**src/rtl/alloc_slot_tracker.sv**
```systemverilog
// Slot occupancy tracker: keeps a busy bitmap and free count, and grants the
// lowest-index free slot each cycle through an LSB-first priority search.
module alloc_slot_tracker #(
  parameter int DEPTH     = 16,
  parameter int IDX_WIDTH = $clog2(DEPTH),
  parameter int CNT_WIDTH = IDX_WIDTH + 1
) (
  input  logic                 clk,
  input  logic                 rst,
  input  logic                 flush,
  input  logic                 alloc_req,
  output logic                 alloc_gnt,
  output logic [IDX_WIDTH-1:0] alloc_idx,
  input  logic                 free_valid,
  input  logic [IDX_WIDTH-1:0] free_idx,
  output logic [DEPTH-1:0]     busy_vec,
  output logic [CNT_WIDTH-1:0] free_count,
  output logic                 full,
  output logic                 empty
);

  logic [DEPTH-1:0]     busy_q, busy_d;
  logic [CNT_WIDTH-1:0] count_q, count_d;
  logic                 full_q, full_d;
  logic                 empty_q, empty_d;

  logic [DEPTH-1:0]     free_vec;
  logic                 has_free;
  logic [IDX_WIDTH-1:0] pick_idx;
  logic                 free_ok;

  // Search runs on the registered bitmap, so a slot freed this cycle is not
  // a candidate until the next one.
  always_comb begin
    // NOTE: every combinationally assigned signal gets a default first so no latch is inferred.
    free_vec = ~busy_q;
    has_free = |free_vec;
    pick_idx = '0;
    for (int i = DEPTH - 1; i >= 0; i--) begin
      if (free_vec[i]) pick_idx = IDX_WIDTH'(i);
    end
  end

  assign alloc_gnt = alloc_req & has_free & ~flush & ~rst;
  assign alloc_idx = pick_idx;
  assign free_ok   = free_valid & busy_q[free_idx];

  always_comb begin
    busy_d  = busy_q;
    count_d = count_q;
    if (flush) begin
      busy_d  = '0;
      count_d = CNT_WIDTH'(DEPTH);
    end else begin
      if (alloc_gnt) busy_d[pick_idx] = 1'b1;
      if (free_ok)   busy_d[free_idx] = 1'b0;
      count_d = count_q - CNT_WIDTH'(alloc_gnt) + CNT_WIDTH'(free_ok);
    end
    full_d  = (count_d == '0);
    empty_d = (count_d == CNT_WIDTH'(DEPTH));
  end

  always_ff @(posedge clk) begin
    // NOTE: sequential state uses non-blocking assignments so all flops update together.
    if (rst) begin
      busy_q  <= '0;
      count_q <= CNT_WIDTH'(DEPTH);
      full_q  <= 1'b0;
      empty_q <= 1'b1;
    end else begin
      busy_q  <= busy_d;
      count_q <= count_d;
      full_q  <= full_d;
      empty_q <= empty_d;
    end
  end

  assign busy_vec   = busy_q;
  assign free_count = count_q;
  assign full       = full_q;
  assign empty      = empty_q;

endmodule

```
**config.mk**
```make
export PLATFORM = sky130hd
export DESIGN_NAME = alloc_slot_tracker
export DESIGN_NICKNAME = d
export VERILOG_FILES = /design/src/rtl/alloc_slot_tracker.sv
export SDC_FILE = /design/constraint.sdc
export NUM_CORES = 1
export LEC_CHECK = 0
export CAP_MARGIN = 30
export CORE_MARGIN = 4
export CORE_UTILIZATION = 43
export DETAILED_ROUTE_END_ITERATION = 7
export PLACE_DENSITY = 0.75
export SLEW_MARGIN = 25
export SYNTH_ARGS = -nofsm -noshare
export SYNTH_HDL_FRONTEND = slang
export SYNTH_SLANG_ARGS = --single-unit
```
**constraint.sdc**
```tcl
create_clock -name clk -period 3.5 [get_ports clk]
set_input_delay 0.525 -clock clk [delete_from_list [all_inputs] [get_ports clk]]
set_output_delay 0.525 -clock clk [all_outputs]
set_load 0.01 [all_outputs]
```
==> impl_results.md <==
* Status: complete, no violations
* Crit path kind: in -> reg
* Vias in the first global route at 1,437
* Clock skew at 0.00890 ns
* Synth cell types at 38
* # clock sinks at 23
* H-tree Lvls at 1
* Global-route wire length before repair at 7030 um
* Iter 0 DRT Violations at 229
* Pwr/cell area at 259 nW/um2
* Final worst-path cycle share at 90.7%
* Syn Area/Cell at 8.32 um2
* Post-DR vias/cell at 5.76
* Post-Synth Adder-Cell Area at 5.84%
* Maxcap violations at 0
* Router iterations before antenna repair at 5
* WL/cell at 16.2 um
* Mapped Cells at 170
* WP data required at 3.75 ns
* Final Instance Area at 1920 um2
* Place WS at -0.458 ns
* Worst Max-Slew Pin Slew at 0.482 ns
* Syn nets at 185
* Std cell rows at 20
* GR Util All Layers at 20.9%
* #FFs+latches synth at 23
* Top cell type's share of synthesized area at 32.5%
* Final nets at 232
* Number of synthesized flops with an enable pin at 0
* Proportion of synthesized area in mux cells at 8.22%
* IO Pins at 37
* Routed WL at 4200 um
* CP endpoint kind: flop
* Initial antenna violation count at 0
* Final core utilization at 61.8%
* Sequential area share after synthesis at 32.5%
* Lkg Pwr at 0.702 nW
* Fmax achieved at 0.315 GHz
* Final hold slack at 0.523 ns
* Fin. Hold Viols at 0
* GP Congestion at 0.964
* Combinational family with the most area after synthesis: simple AND/OR/NAND/NOR gates
* Largest net degree at the start of global routing at 15
* Post-synth ARST share at 0%
* Yosys warning count at 0
* TritonCTS clock tree: built
* HPWL Detailed at 3330 um
* Tmin final at 3.18 ns
* Main area contributors after synthesis: dfxtp_1, mux4_2, a21oi_1, nor2_1, ha_1
* Initial core utilization at 45.6%
* Die H at 65.4 um
* Slew headroom at 67.8%
* Post-synth top area cell: dfxtp_1
* Startpoint Class: input pin
* GRT Residual Overflow at 0
* Share of cells above drive strength 1 at 14.8%
* Synth Area in Compound Gates at 20.3%
* Latest clock arrival within the worst-skew pair at 0.31 ns
* Die area at 4270 um2
* Setup TNS Final at 0 ns
* Mapped cell area at 1420 um2
* Slew Viols, Final at 0
* RSZ-0062 raised after global routing: false
* Clock Path Buffers at 2
* Via Count at 1,497
* Main flop type after synthesis: dfxtp_1
* Maximum vdd drop at 147 uV
* Worst EP arrival at 3.43 ns
* Synth Area in XOR/XNOR at 2.48%
* TritonCTS buffer count at 3
* I/O Buffers at 36
* FILL cells at 293
* Synth-to-Final Area Change at 35.5%
* Fin worst setup slack at 0.324 ns
* DRC Markers at 0
* CP max FO at 5
* Die span in x at 65.4 um
* Cts hold-fix bufs at 0
* Root buffer cell: clkbuf_4
* Placed Area at 1890 um2
* Hold Path Class: in -> reg
* Placeable Area at 3100 um2
* Final ANT Viol Nets at 0
* Antenna cells at 0
* Final setup fails at 0
* CTS clk-pin slew, worst paths at 0.12 ns
* Simple-gate area share of the yosys netlist at 25.7%
==> sequential cells by signal (all words and copies together) (netlist names) <==
name,count
free_count,5
busy_vec,16
full,1
empty,1
==> power breakdown <==
part	internal (W)	switching, W
clock	0.0000445	0.0000777
combinational	0.0000534	0.0000481
sequential	0.000269	0.00000437
==> path summary, 6_finish.rpt <==
check / from / to / slack [ns] / cells after the start
worst min register to register: busy_vec[12] / busy_vec[12] / 0.56 / 2
worst max register to register: busy_vec[3] / full / 0.36 / 12
worst min-delay path: free_idx[1] / busy_vec[2] / 0.52 / 2
worst max-delay path: free_idx[1] / full / 0.32 / 13
==> cell families (layout without fill, tap and decap cells) <==
logic type | count (synthesis) | count (layout)
DFF | 23 | 23
buffers and inverters | 18 | 64
and+or+nand+nor | 70 | 70
xor gates and xnor gates | 4 | 4
muxes | 5 | 5
AOI/OAI and AO/OA | 44 | 44
adders and majority gates | 6 | 6
==> cell usage after synthesis (all sizes together) (2+ instances only) <==
cell    instances
a21oi          17
a31oi           2
nand2          14
or2             4
nand4           7
a21o            2
nand3           5
clkbuf          4
and2            3
xnor2           3
nor3            3
o221a           3
mux4            5
nor2b           6
o21ai          10
ha              5
nand2b          2
nor2           17
and3            4
dfxtp          23
inv            13
nand3b          2
a211oi          5
==> through the flow <==
stage / total power [W] / std cells
2_1_floorplan: 0.000330 / 170
3_3_place_gp: 0.000378 / 256
3_5_place_dp: 0.000380 / 256
4_1_cts: 0.000498 / 260
5_1_grt: 0.000523 / 260
6_report: 0.000497 / 260
==> per-layer routing <==
layer / part of all wire [%] / vias to the layer above / track usage (%) / wire (um)
met5: 0 / - / 0 / 0
met4: 0.74 / 0 / 4.92 / 31
met3: 7.9 / 6 / 4.79 / 332
met2: 49 / 86 / 35.7 / 2060
met1: 42 / 697 / 26.8 / 1780
li1: - / 708 / - / -
==> final cells by class <==
class / instances / area [um2] / share of cell area [%]
clock buffer: 4 / 26.3 / 1.37
inverter: 13 / 48.8 / 2.55
multi-input combinational: 129 / 886 / 46.2
sequential: 23 / 460 / 24.0
tap: 44 / 55.1 / 2.87
timing repair buffer: 47 / 440 / 23.0
==> placed cells by master (no fill, tap or decap), drive strengths merged, types with 2 or more instances in the layout <==
master,instances
nand2,14
o21ai,10
clkbuf,5
and2,3
buf,11
nor2,17
a211oi,5
inv,13
o221a,3
a21oi,17
nor3,3
and3,4
mux4,5
xnor2,3
a21o,2
a31oi,2
or2,4
nand2b,2
nand4,7
ha,5
dfxtp,23
clkdlybuf4s50,34
nor2b,6
nand3b,2
nand3,5
==> critical path, stage by stage <==
cell	delay, ns
clkbuf_2	0.17
mux4_1	0.60
mux4_2	0.48
nand2_1	0.09
ha_1	0.12
inv_1	0.04
ha_1	0.19
fa_1	0.39
a21o_1	0.17
a21oi_1	0.17
xnor2_1	0.10
or2_2	0.29
nor2_1	0.10
==> what timing repair did <==
item | in CTS | in global routing
resized for setup | 1 | 3
hold endpoints to repair | 0 | 0
setup buffers | 0 | 0
pin swaps | 0 | 0
endpoints found under the setup margin | 2 | 2
(Power assumes the default switching activity.)
